===== src/rtl/tqvp_uart_pkg.sv =====
// Shared definitions for the tqvp UART receiver.
// Holds the receiver FSM state encoding, the parity_mode and data_bits
// codes, and small decode helpers used by the receiver top level.
package tqvp_uart_pkg;

  typedef enum logic [2:0] {
    ST_IDLE   = 3'd0,
    ST_START  = 3'd1,
    ST_DATA   = 3'd2,
    ST_PARITY = 3'd3,
    ST_STOP1  = 3'd4,
    ST_STOP2  = 3'd5
  } rx_state_e;

  // parity_mode codes; 11 is a second encoding of "no parity"
  localparam logic [1:0] PAR_NONE     = 2'b00;
  localparam logic [1:0] PAR_EVEN     = 2'b01;
  localparam logic [1:0] PAR_ODD      = 2'b10;
  localparam logic [1:0] PAR_NONE_ALT = 2'b11;

  // data_bits codes
  localparam logic [1:0] DBITS_5 = 2'b00;
  localparam logic [1:0] DBITS_6 = 2'b01;
  localparam logic [1:0] DBITS_7 = 2'b10;
  localparam logic [1:0] DBITS_8 = 2'b11;

  // Index of the last data bit of a frame (4..7)
  function automatic logic [2:0] last_bit_idx(input logic [1:0] db);
    return 3'd4 + {1'b0, db};
  endfunction

  function automatic logic parity_enabled(input logic [1:0] pm);
    return (pm == PAR_EVEN) || (pm == PAR_ODD);
  endfunction

endpackage


===== src/rtl/tqvp_uart_sync_fifo.sv =====
// Single-clock FIFO for received UART entries.
// Ports:
//   clk, rst        clock and synchronous active-high reset
//   push, push_data write request and entry; ignored when full unless a
//                   pop happens in the same cycle
//   pop             read request; ignored when empty
//   head_data       entry at the read pointer, read combinationally
//   full, empty     occupancy flags
//   level           number of stored entries (0..DEPTH)
module tqvp_uart_sync_fifo #(
  parameter int WIDTH = 10,
  parameter int DEPTH = 4,
  localparam int AW = $clog2(DEPTH),
  localparam int LW = AW + 1
) (
  input  logic             clk,
  input  logic             rst,
  input  logic             push,
  input  logic [WIDTH-1:0] push_data,
  input  logic             pop,
  output logic [WIDTH-1:0] head_data,
  output logic             full,
  output logic             empty,
  output logic [LW-1:0]    level
);

  logic [WIDTH-1:0] mem [DEPTH];
  logic [AW-1:0]    wr_ptr_q, wr_ptr_d;
  logic [AW-1:0]    rd_ptr_q, rd_ptr_d;
  logic [LW-1:0]    level_q, level_d;
  logic             do_push, do_pop;

  assign full      = (level_q == LW'(DEPTH));
  assign empty     = (level_q == '0);
  assign level     = level_q;
  assign head_data = mem[rd_ptr_q];

  // A pop frees the slot the same cycle, so a full FIFO still accepts a push
  assign do_pop  = pop && !empty;
  assign do_push = push && (!full || do_pop);

  always_comb begin
    wr_ptr_d = wr_ptr_q;
    rd_ptr_d = rd_ptr_q;
    level_d  = level_q;
    // DEPTH is a power of two, so pointer overflow is the modulo wrap
    if (do_push) wr_ptr_d = wr_ptr_q + AW'(1);
    if (do_pop)  rd_ptr_d = rd_ptr_q + AW'(1);
    if (do_push && !do_pop) level_d = level_q + LW'(1);
    else if (do_pop && !do_push) level_d = level_q - LW'(1);
  end

  always_ff @(posedge clk) begin
    if (rst) begin
      wr_ptr_q <= '0;
      rd_ptr_q <= '0;
      level_q  <= '0;
    end else begin
      wr_ptr_q <= wr_ptr_d;
      rd_ptr_q <= rd_ptr_d;
      level_q  <= level_d;
    end
  end

  // Storage is not reset; level gates whether contents are visible
  always_ff @(posedge clk) begin
    if (do_push) mem[wr_ptr_q] <= push_data;
  end

endmodule


===== src/rtl/tqvp_uart_rx2.sv =====
// UART receiver with a small receive FIFO.
// Ports:
//   clk, rst          clock and synchronous active-high reset
//   uart_rxd          asynchronous serial input, idle high
//   uart_rts          registered request-to-send, low = ready for data
//   data_bits         5..8 data bits, parity_mode none/even/odd, two_stop
//                     (latched at each start bit)
//   baud_divider      bit period is baud_divider+1 clocks
//   rx_read           pop the head entry
//   rx_valid, rx_data, rx_parity_err, rx_frame_err  head entry view
//   rx_level          FIFO occupancy
//   rx_overrun        sticky dropped-frame flag, cleared by overrun_clear
module tqvp_uart_rx2
  import tqvp_uart_pkg::*;
#(
  parameter int COUNT_REG_LEN = 13,
  parameter int FIFO_DEPTH    = 4,
  localparam int LW = $clog2(FIFO_DEPTH) + 1
) (
  input  logic                     clk,
  input  logic                     rst,
  input  logic                     uart_rxd,
  output logic                     uart_rts,
  input  logic [1:0]               data_bits,
  input  logic [1:0]               parity_mode,
  input  logic                     two_stop,
  input  logic [COUNT_REG_LEN-1:0] baud_divider,
  input  logic                     rx_read,
  output logic                     rx_valid,
  output logic [7:0]               rx_data,
  output logic                     rx_parity_err,
  output logic                     rx_frame_err,
  output logic [LW-1:0]            rx_level,
  output logic                     rx_overrun,
  input  logic                     overrun_clear
);

  logic                     rxd_meta_q, rxd_s_q;
  rx_state_e                state_q, state_d;
  logic [COUNT_REG_LEN-1:0] cnt_q, cnt_d;
  logic [2:0]               bit_idx_q, bit_idx_d;
  logic [7:0]               shift_q, shift_d;
  logic                     perr_q, perr_d;
  logic                     ferr_q, ferr_d;
  logic [1:0]               cfg_bits_q, cfg_bits_d;
  logic [1:0]               cfg_par_q, cfg_par_d;
  logic                     cfg_two_q, cfg_two_d;
  logic                     overrun_q, overrun_d;
  logic                     rts_q, rts_d;

  logic                     next_bit, mid_bit, par_x;
  logic                     push;
  logic [9:0]               push_data, head_data;
  logic                     fifo_full, fifo_empty;

  assign next_bit = (cnt_q >= baud_divider);
  assign mid_bit  = (cnt_q == (baud_divider >> 1));

  always_comb begin
    state_d    = state_q;
    cnt_d      = cnt_q + COUNT_REG_LEN'(1);
    bit_idx_d  = bit_idx_q;
    shift_d    = shift_q;
    perr_d     = perr_q;
    ferr_d     = ferr_q;
    cfg_bits_d = cfg_bits_q;
    cfg_par_d  = cfg_par_q;
    cfg_two_d  = cfg_two_q;
    push       = 1'b0;
    par_x      = ^shift_q ^ rxd_s_q;

    if (state_q == ST_IDLE || next_bit) cnt_d = '0;

    case (state_q)
      ST_IDLE: begin
        if (!rxd_s_q) begin
          state_d    = ST_START;
          cfg_bits_d = data_bits;
          cfg_par_d  = parity_mode;
          cfg_two_d  = two_stop;
          bit_idx_d  = '0;
          shift_d    = '0;   // keeps unused MSBs zero for short frames
          perr_d     = 1'b0;
          ferr_d     = 1'b0;
        end
      end
      ST_START: begin
        // Line back high at mid start bit: treat as a glitch
        if (mid_bit && rxd_s_q) state_d = ST_IDLE;
        else if (next_bit)      state_d = ST_DATA;
      end
      ST_DATA: begin
        if (mid_bit) shift_d[bit_idx_q] = rxd_s_q;
        if (next_bit) begin
          if (bit_idx_q == last_bit_idx(cfg_bits_q))
            state_d = parity_enabled(cfg_par_q) ? ST_PARITY : ST_STOP1;
          else
            bit_idx_d = bit_idx_q + 3'd1;
        end
      end
      ST_PARITY: begin
        if (mid_bit) perr_d = (cfg_par_q == PAR_EVEN) ? par_x : !par_x;
        if (next_bit) state_d = ST_STOP1;
      end
      ST_STOP1: begin
        if (mid_bit) begin
          ferr_d = !rxd_s_q;
          if (!cfg_two_q) begin
            push    = 1'b1;
            state_d = ST_IDLE;
          end
        end
        if (cfg_two_q && next_bit) state_d = ST_STOP2;
      end
      ST_STOP2: begin
        if (mid_bit) begin
          ferr_d  = ferr_q | !rxd_s_q;
          push    = 1'b1;
          state_d = ST_IDLE;
        end
      end
      default: state_d = ST_IDLE;
    endcase

    // ferr_d already includes the stop bit sampled this cycle
    push_data = {shift_q, perr_q, ferr_d};
  end

  tqvp_uart_sync_fifo #(
    .WIDTH(10),
    .DEPTH(FIFO_DEPTH)
  ) u_fifo (
    .clk      (clk),
    .rst      (rst),
    .push     (push),
    .push_data(push_data),
    .pop      (rx_read),
    .head_data(head_data),
    .full     (fifo_full),
    .empty    (fifo_empty),
    .level    (rx_level)
  );

  always_comb begin
    overrun_d = overrun_q;
    if (overrun_clear) overrun_d = 1'b0;
    // A frame lost this cycle outranks a clear
    if (push && fifo_full && !(rx_read && !fifo_empty)) overrun_d = 1'b1;
    rts_d = (rx_level >= LW'(FIFO_DEPTH - 1));
  end

  always_ff @(posedge clk) begin
    if (rst) begin
      rxd_meta_q <= 1'b1;
      rxd_s_q    <= 1'b1;
      state_q    <= ST_IDLE;
      cnt_q      <= '0;
      bit_idx_q  <= '0;
      shift_q    <= '0;
      perr_q     <= 1'b0;
      ferr_q     <= 1'b0;
      cfg_bits_q <= DBITS_8;
      cfg_par_q  <= PAR_NONE;
      cfg_two_q  <= 1'b0;
      overrun_q  <= 1'b0;
      rts_q      <= 1'b1;
    end else begin
      rxd_meta_q <= uart_rxd;
      rxd_s_q    <= rxd_meta_q;
      state_q    <= state_d;
      cnt_q      <= cnt_d;
      bit_idx_q  <= bit_idx_d;
      shift_q    <= shift_d;
      perr_q     <= perr_d;
      ferr_q     <= ferr_d;
      cfg_bits_q <= cfg_bits_d;
      cfg_par_q  <= cfg_par_d;
      cfg_two_q  <= cfg_two_d;
      overrun_q  <= overrun_d;
      rts_q      <= rts_d;
    end
  end

  assign uart_rts      = rts_q;
  assign rx_valid      = !fifo_empty;
  assign rx_data       = head_data[9:2];
  assign rx_parity_err = head_data[1];
  assign rx_frame_err  = head_data[0];
  assign rx_overrun    = overrun_q;

endmodule


===== config.mk =====
export PLATFORM = sky130hd
export DESIGN_NAME = tqvp_uart_rx2
export DESIGN_NICKNAME = d
export VERILOG_FILES = /design/src/rtl/tqvp_uart_pkg.sv /design/src/rtl/tqvp_uart_sync_fifo.sv /design/src/rtl/tqvp_uart_rx2.sv
export SDC_FILE = /design/constraint.sdc
export NUM_CORES = 1
export LEC_CHECK = 0
export BUFFER_PORTS_ARGS = -buffer_cell sky130_fd_sc_hd__buf_2
export CELL_PAD_IN_SITES_DETAIL_PLACEMENT = 1
export CELL_PAD_IN_SITES_GLOBAL_PLACEMENT = 1
export CORE_MARGIN = 4
export CORE_UTILIZATION = 45
export DETAILED_ROUTE_END_ITERATION = 10
export HOLD_SLACK_MARGIN = 0.03
export PLACE_DENSITY = 0.72
export SLEW_MARGIN = 0
export SYNTH_ARGS = -nofsm -noshare
export SYNTH_HDL_FRONTEND = slang
export SYNTH_HIERARCHICAL = 1
export SYNTH_SLANG_ARGS = --single-unit

===== constraint.sdc =====
create_clock -name clk -period 9.65 [get_ports clk]
set_input_delay 1.93 -clock clk [delete_from_list [all_inputs] [get_ports clk]]
set_output_delay 1.93 -clock clk [all_outputs]
set_load 0.03 [all_outputs]

After elaboration in Yosys (flattened, before gate mapping)
Memories as Yosys holds them, arrays and structs flattened. A register that Yosys moved wholly into a read port is not among the register bits.
Cells that the tools add are included.
Widths: inputs -> output; s select.
{"block": "totals", "regBits": 45, "ram_bits": 40, "input_bits": 23, "output_inout_bits": 16, "word_cells": 125, "n_memories": 1}
{"block": "classes", "addsub": 7, "order_cmp": 4, "n_eq_ne": 21, "mux": 42, "n_bitwise": 3, "n_reduce_logical": 31}
{"memory": "u_fifo.mem", "depth": 4, "word_bits": 10, "read_ports": 1, "rd_clocked_by_memory_dff": 1, "write_ports": 1, "line": "tqvp_uart_sync_fifo.sv:27", "text": "logic [WIDTH-1:0] mem [DEPTH];"}
{"operator": "$mux 3", "count": 16}
{"operator": "$pmux 3 s6", "count": 1}
{"operator": "$mux 8", "count": 2}
{"operator": "$ne 2x2->1 const B", "count": 8}
{"operator": "$pmux 8 s2", "count": 1}
{"operator": "$mux 1", "count": 14}
{"operator": "$add 13x1->13 const B", "count": 1}
{"operator": "$eq 13x12->1", "count": 1}
{"operator": "$ge 13x13->1", "count": 1}
{"operator": "$eq 3x3->1 const B", "count": 3}
{"operator": "$logic_and 1x1->1", "count": 9}
{"operator": "$ne 3x3->1 const B", "count": 3}
{"operator": "$bwmux 8", "count": 1}
{"operator": "$reduce_and 8->1", "count": 1}
{"operator": "$reduce_bool 2->1", "count": 4}
{"operator": "$reduce_xor 8->1", "count": 1}
{"operator": "$add 3x1->3 const B", "count": 2}
{"operator": "$eq 3x2->1 const B", "count": 2}
{"operator": "$logic_not 1->1", "count": 6}
{"operator": "$logic_not 3->1", "count": 2}
{"operator": "$pmux 3 s2", "count": 1}
{"operator": "$reduce_and 3->1", "count": 2}
{"operator": "$add 2x1->2 const B", "count": 2}
{"operator": "$lt 3x4->1 const B", "count": 1}
{"operator": "19 further kinds", "count": 23}

Depth between registers and ports, before layout
{"block": "logic_depth", "word_depth": 9, "ltp_mapped": 13, "mapped_depth_nobuf": 11}

Hierarchy
Netlist, hierarchy kept.
{"mod": "tqvp_uart_rx2", "instances": 1, "cells_per_inst": 289, "area_per_inst_um2": 2392.3, "seq_area_each_um2": 760.7}
{"mod": "tqvp_uart_sync_fifo", "instances": 1, "cells_per_inst": 100, "area_per_inst_um2": 1918.1, "seq_area_each_um2": 1381.3}

Least setup slack after synthesis
Ideal clock, no wire load.
{"block": "synth_timing", "kind": "input to register", "start": "input port baud_divider[10]", "end": "register u_fifo.level_q[2] (netlist: u_fifo/level[2])", "setup_ps": 70, "arrival_time_ps": 4387, "required_time_ps": 9580, "setup_slack_ps": 5193, "cell_stages": 12, "n_path_buf": 1, "path_cell_list": "xor2_1 nor4_1 and4_1 buf_6 and3_2 a21boi_2 ha_1 inv_1 fa_1 xor2_1 or3_2 a21oi_1"}
{"block": "synth_via", "elab_chain_cells": 7, "elab_cells_between_ends": 10, "cone_classes": "1 x eq/ne; 4 x mux; 5 x reduce/logical"}
{"item": "from (decl)", "line": "tqvp_uart_rx2.sv:27", "text": "input logic [COUNT_REG_LEN-1:0] baud_divider,"}
{"item": "$eq 13x12->1 (*)", "line": "tqvp_uart_rx2.sv:57", "text": "assign mid_bit = (cnt_q == (baud_divider >> 1));"}
{"item": "$mux 1, on equally long branches", "line": "tqvp_uart_rx2.sv:116, tqvp_uart_rx2.sv:106"}
{"item": "$pmux 1 s2 (*)", "line": "tqvp_uart_rx2.sv:74", "text": "case (state_q)"}
{"item": "via push", "line": "tqvp_uart_rx2.sv:52", "text": "logic push;"}
{"item": "$logic_and 1x1->1 (*)", "line": "tqvp_uart_sync_fifo.sv:40", "text": "assign do_push = push && (!full || do_pop);"}
{"item": "via u_fifo.do_push", "line": "tqvp_uart_sync_fifo.sv:31", "text": "logic do_push, do_pop;"}
{"item": "$logic_not 1->1", "line": "tqvp_uart_sync_fifo.sv:50", "text": "else if (do_pop && !do_push) level_d = level_q - LW'(1);"}
{"item": "$logic_and 1x1->1", "line": "tqvp_uart_sync_fifo.sv:50"}
{"item": "$reduce_bool 2->1 (no source line)"}
{"item": "to (signal assigned)", "line": "tqvp_uart_sync_fifo.sv:61", "text": "level_q <= level_d;"}
{"item": "to (decl)", "line": "tqvp_uart_sync_fifo.sv:30", "text": "logic [LW-1:0] level_q, level_d;"}
The timed path passes the listed nets; every way through them passes the cells marked *.
A chain may end at the register's enable or synchronous reset.

Worst setup path in the final report
Ends and elaborated chain as after synthesis.

==> metrics.md <==
| Metric | Value |
|---|---|
| DRT Wirelength | `9190 µm` |
| TritonRoute pass-1 iters | `4` |
| CTS tree | `built` |
| Via count | `2892` |
| Boundary Pins | `39` |
| Largest net degree at the start of global routing | `26` |
| Post-CTS sizing | `0` |
| Total grt overflow | `0` |
| Final setup TNS | `0 ns` |
| Final Skew | `0.0124 ns` |
| Tcrit/Tclk final | `0.493` |
| CP Launch Point | `baud_divider[10]` |
| Leakage | `1.92 nW` |
| Floorplan row count | `35` |
| #FFs+latches synth | `87` |
| Multi-input logic area | `1970 µm²` |
| Synth async-reset ratio | `0` |
| Worst setup EP type | `flip-flop` |
| Reg2reg start | `cnt_q[8]$_SDFF_PP0_` |
| Share of cells above drive strength 1 | `0.191` |
| Critical-path top delay cell | `and4_1` |
| Synth-to-Final Area Change | `10.5%` |
| Filler cell count | `1065` |
| DR vias/cell | `5.17` |
| Initial antenna violation count | `0` |
| Number of max-slew violations in the final report | `0` |
| Post-CTS Hold Buffers | `0` |
| DP HPWL | `6720 µm` |
| Worst slew pin tran | `0.740 ns` |
| Clk_lat worst skew | `0.36 ns` |
| Core Footprint | `9280 µm²` |
| Worst path max stage delay | `0.49 ns` |
| Routed Antenna Nets | `0` |
| Routed len/inst | `16.4 µm` |
| PwrDens | `194 nW/µm²` |
| Post-Syn Nets | `434` |
| Residual DRC count | `0` |
| Drt initial violations | `87` |
| Slew headroom | `0.505` |
| Fmax | `0.210 GHz` |
| CP startpoint kind | `input pin` |
| Cells after Synth | `389` |
| Hold Path Origin | `rxd_meta_q$_SDFF_PP1_` |
| Hold Path Class | `reg2reg` |
| Final instance area | `4760 µm²` |
| Final Hold Viols | `0` |
| Post-synth EDFFs | `40` |
| Max clock buf depth | `2` |
| Worst EP required | `9.94 ns` |
| Fin crit period | `4.76 ns` |
| Sequential area share after synthesis | `0.497` |
| Yosys warns | `6` |
| Status | `finished clean` |
| Worst EP arrival | `5.05 ns` |
| Max IR drop VDD | `0.0800 mV` |
| Initial Util | `0.464` |
| Most used flip-flop cell after synthesis | `dfxtp_1` |
| Die Y | `106 µm` |
| Post-placement cell area | `4560 µm²` |
| Syn_area_per_cell | `11.1 µm²` |
| Vias in the first global route | `3069` |
| Reg clk slew, reported paths | `0.10 ns` |
| Setup bufs post-CTS | `0` |
| Register area | `2140 µm²` |
| Clock root buffer | `clkbuf_8` |
| Die area | `11200 µm²` |
| Total GRT Usage | `0.171` |
| Mapped cell area | `4310 µm²` |
| RSZ-0062 raised after global routing | `no` |
| Max FO, Critical Path | `9` |
| Most numerous cell on the critical path | `xor2_1` |
| # diodes | `0` |
| Final setup vio count | `0` |
| Library cells used by synthesis | `59` |
| Gpl congestion | `0.789` |
| First-pass GRT wire length | `15000 µm` |
| Nets | `470` |
| Number of CTS-inserted buffers | `9` |
| Buffers on Ports | `38` |
| Setup Crit Path Kind | `in2reg` |
| H-Tree Depth | `3` |
| Clock Sinks | `87` |
| Maxcap violations | `0` |
| Die X | `106 µm` |
| Worst path cell trace | `buf_2 -> xor2_1 -> nor4_1 -> and4_1 -> and3_2 -> a21boi_2 -> ha_1 -> inv_1 -> fa_1 -> xor2_1 -> or3_2 -> a21oi_1` |
==> cells by family (layout without fill, tap and decap cells) <==
| family | after synthesis | in the layout | share of synthesized area |
|---|---|---|---|
| buffers and inverters | 39 | 80 | 0.0456 |
| XOR/XNOR | 38 | 38 | 0.0772 |
| AO/OA/AOI/OAI | 51 | 51 | 0.0787 |
| AND/OR/NAND/NOR | 130 | 130 | 0.154 |
| multiplexers | 22 | 22 | 0.0816 |
| adder cells (fa/ha/maj) | 22 | 22 | 0.0656 |
| flip-flops | 87 | 87 | 0.497 |
==> path summary, 6_finish.rpt <==
| check | to | slack [ns] | depth (start not counted) |
|---|---|---|---|
| min | rxd_s_q$_SDFF_PP1_ | 0.42 | 1 |
| min reg2reg | rxd_s_q$_SDFF_PP1_ | 0.42 | 1 |
| max reg2reg | u_fifo/level[2]$_SDFFE_PP0P_ | 6.15 | 11 |
| max | u_fifo/level[2]$_SDFFE_PP0P_ | 4.89 | 12 |
==> per-stage QoR <==
stage,utilization,worst slack [ns],instances,total power [mW],hold slack (ns)
2_1_floorplan,-,5.19,389,0.613,0.389
3_3_place_gp,0.492,4.68,543,0.662,0.398
3_5_place_dp,0.492,4.51,543,0.671,0.406
4_1_cts,0.513,4.90,559,0.936,0.439
5_1_grt,0.513,4.67,559,0.979,0.454
6_report,0.513,4.89,559,0.924,0.423
==> cell type report <==
type,instances,area share
Sequential cell,87,0.450
Timing Repair Buffer,38,0.0399
Clock inverter,7,0.0163
Multi-Input combinational cell,263,0.414
Tap cell,129,0.0339
Inverter,26,0.0205
Clock buffer,9,0.0260
==> per-layer routing <==
layer  share of wire  track usage  wire, µm
met5               0            0         0
met4           0.019       0.0592       172
met3           0.025       0.0343       232
met2            0.53        0.309      4830
met1            0.43        0.201      3960
==> power by group <==
group          internal, mW  switching, mW  leakage, nW
clock network         0.123          0.140        0.106
registers             0.403         0.0428        0.749
logic                0.0831          0.132         1.07
total                 0.609          0.314         1.92
==> synth_stat cells, types with 2 or more instances <==
cell type	n	area share
a211o_1	2	0.0041
a21oi_1	15	0.017
a22oi_1	3	0.0052
a31oi_1	4	0.0058
and2_1	3	0.0044
and2_2	4	0.0070
and3_1	2	0.0029
and4_1	3	0.0061
buf_6	6	0.016
clkbuf_1	5	0.0044
dfxtp_1	47	0.22
edfxtp_1	40	0.28
ha_1	21	0.061
inv_1	25	0.022
mux2i_1	10	0.023
mux4_2	10	0.052
nand2_1	36	0.031
nand2b_1	4	0.0058
nand3_1	10	0.012
nand4_1	3	0.0044
nand4b_1	4	0.0081
nor2_1	36	0.031
nor2b_1	5	0.0073
nor3_1	4	0.0046
nor4_1	2	0.0029
o21a_1	2	0.0035
o21ai_0	9	0.010
o311ai_0	2	0.0041
or2_2	3	0.0044
or3_1	4	0.0058
xnor2_1	11	0.022
xor2_1	27	0.055
==> critical path, delay by kind of cell <==
kind            cells  cell delay [ns]
fa+ha+maj           2             0.63
xor+xnor            2             0.31
simple gates        4             1.46
compound gates      2             0.52
buf+inv             2             0.17
==> cells in the final DEF, fill, tap and decap left out, types with 2 or more instances in the layout <==
cell type,instances
or2_2,3
nand2_1,36
edfxtp_1,40
nor4_1,2
clkinv_2,2
nand2b_1,4
ha_1,21
nor3_1,4
dfxtp_1,47
mux2i_1,10
inv_1,25
clkbuf_8,9
nor2b_1,5
a22oi_1,3
and4_1,3
xor2_1,27
nand4b_1,4
xnor2_1,11
a21oi_1,15
nand3_1,10
nor2_1,36
or3_1,4
o21a_1,2
and2_1,3
and3_1,2
nand4_1,3
inv_6,3
a211o_1,2
mux4_2,10
o21ai_0,9
buf_2,38
and2_2,4
o311ai_0,2
a31oi_1,4
==> sequential cells by signal (all words and copies together) (netlist names), 2 cells and up, named ones only <==
signal,count
cnt_q,13
cfg_bits_q,2
shift_q,8
u_fifo/wr_ptr_q,2
u_fifo/mem,40
bit_idx_q,3
u_fifo/level,3
u_fifo/rd_ptr_q,2
state_q,3
cfg_par_q,2
(Power assumes the default switching activity.)
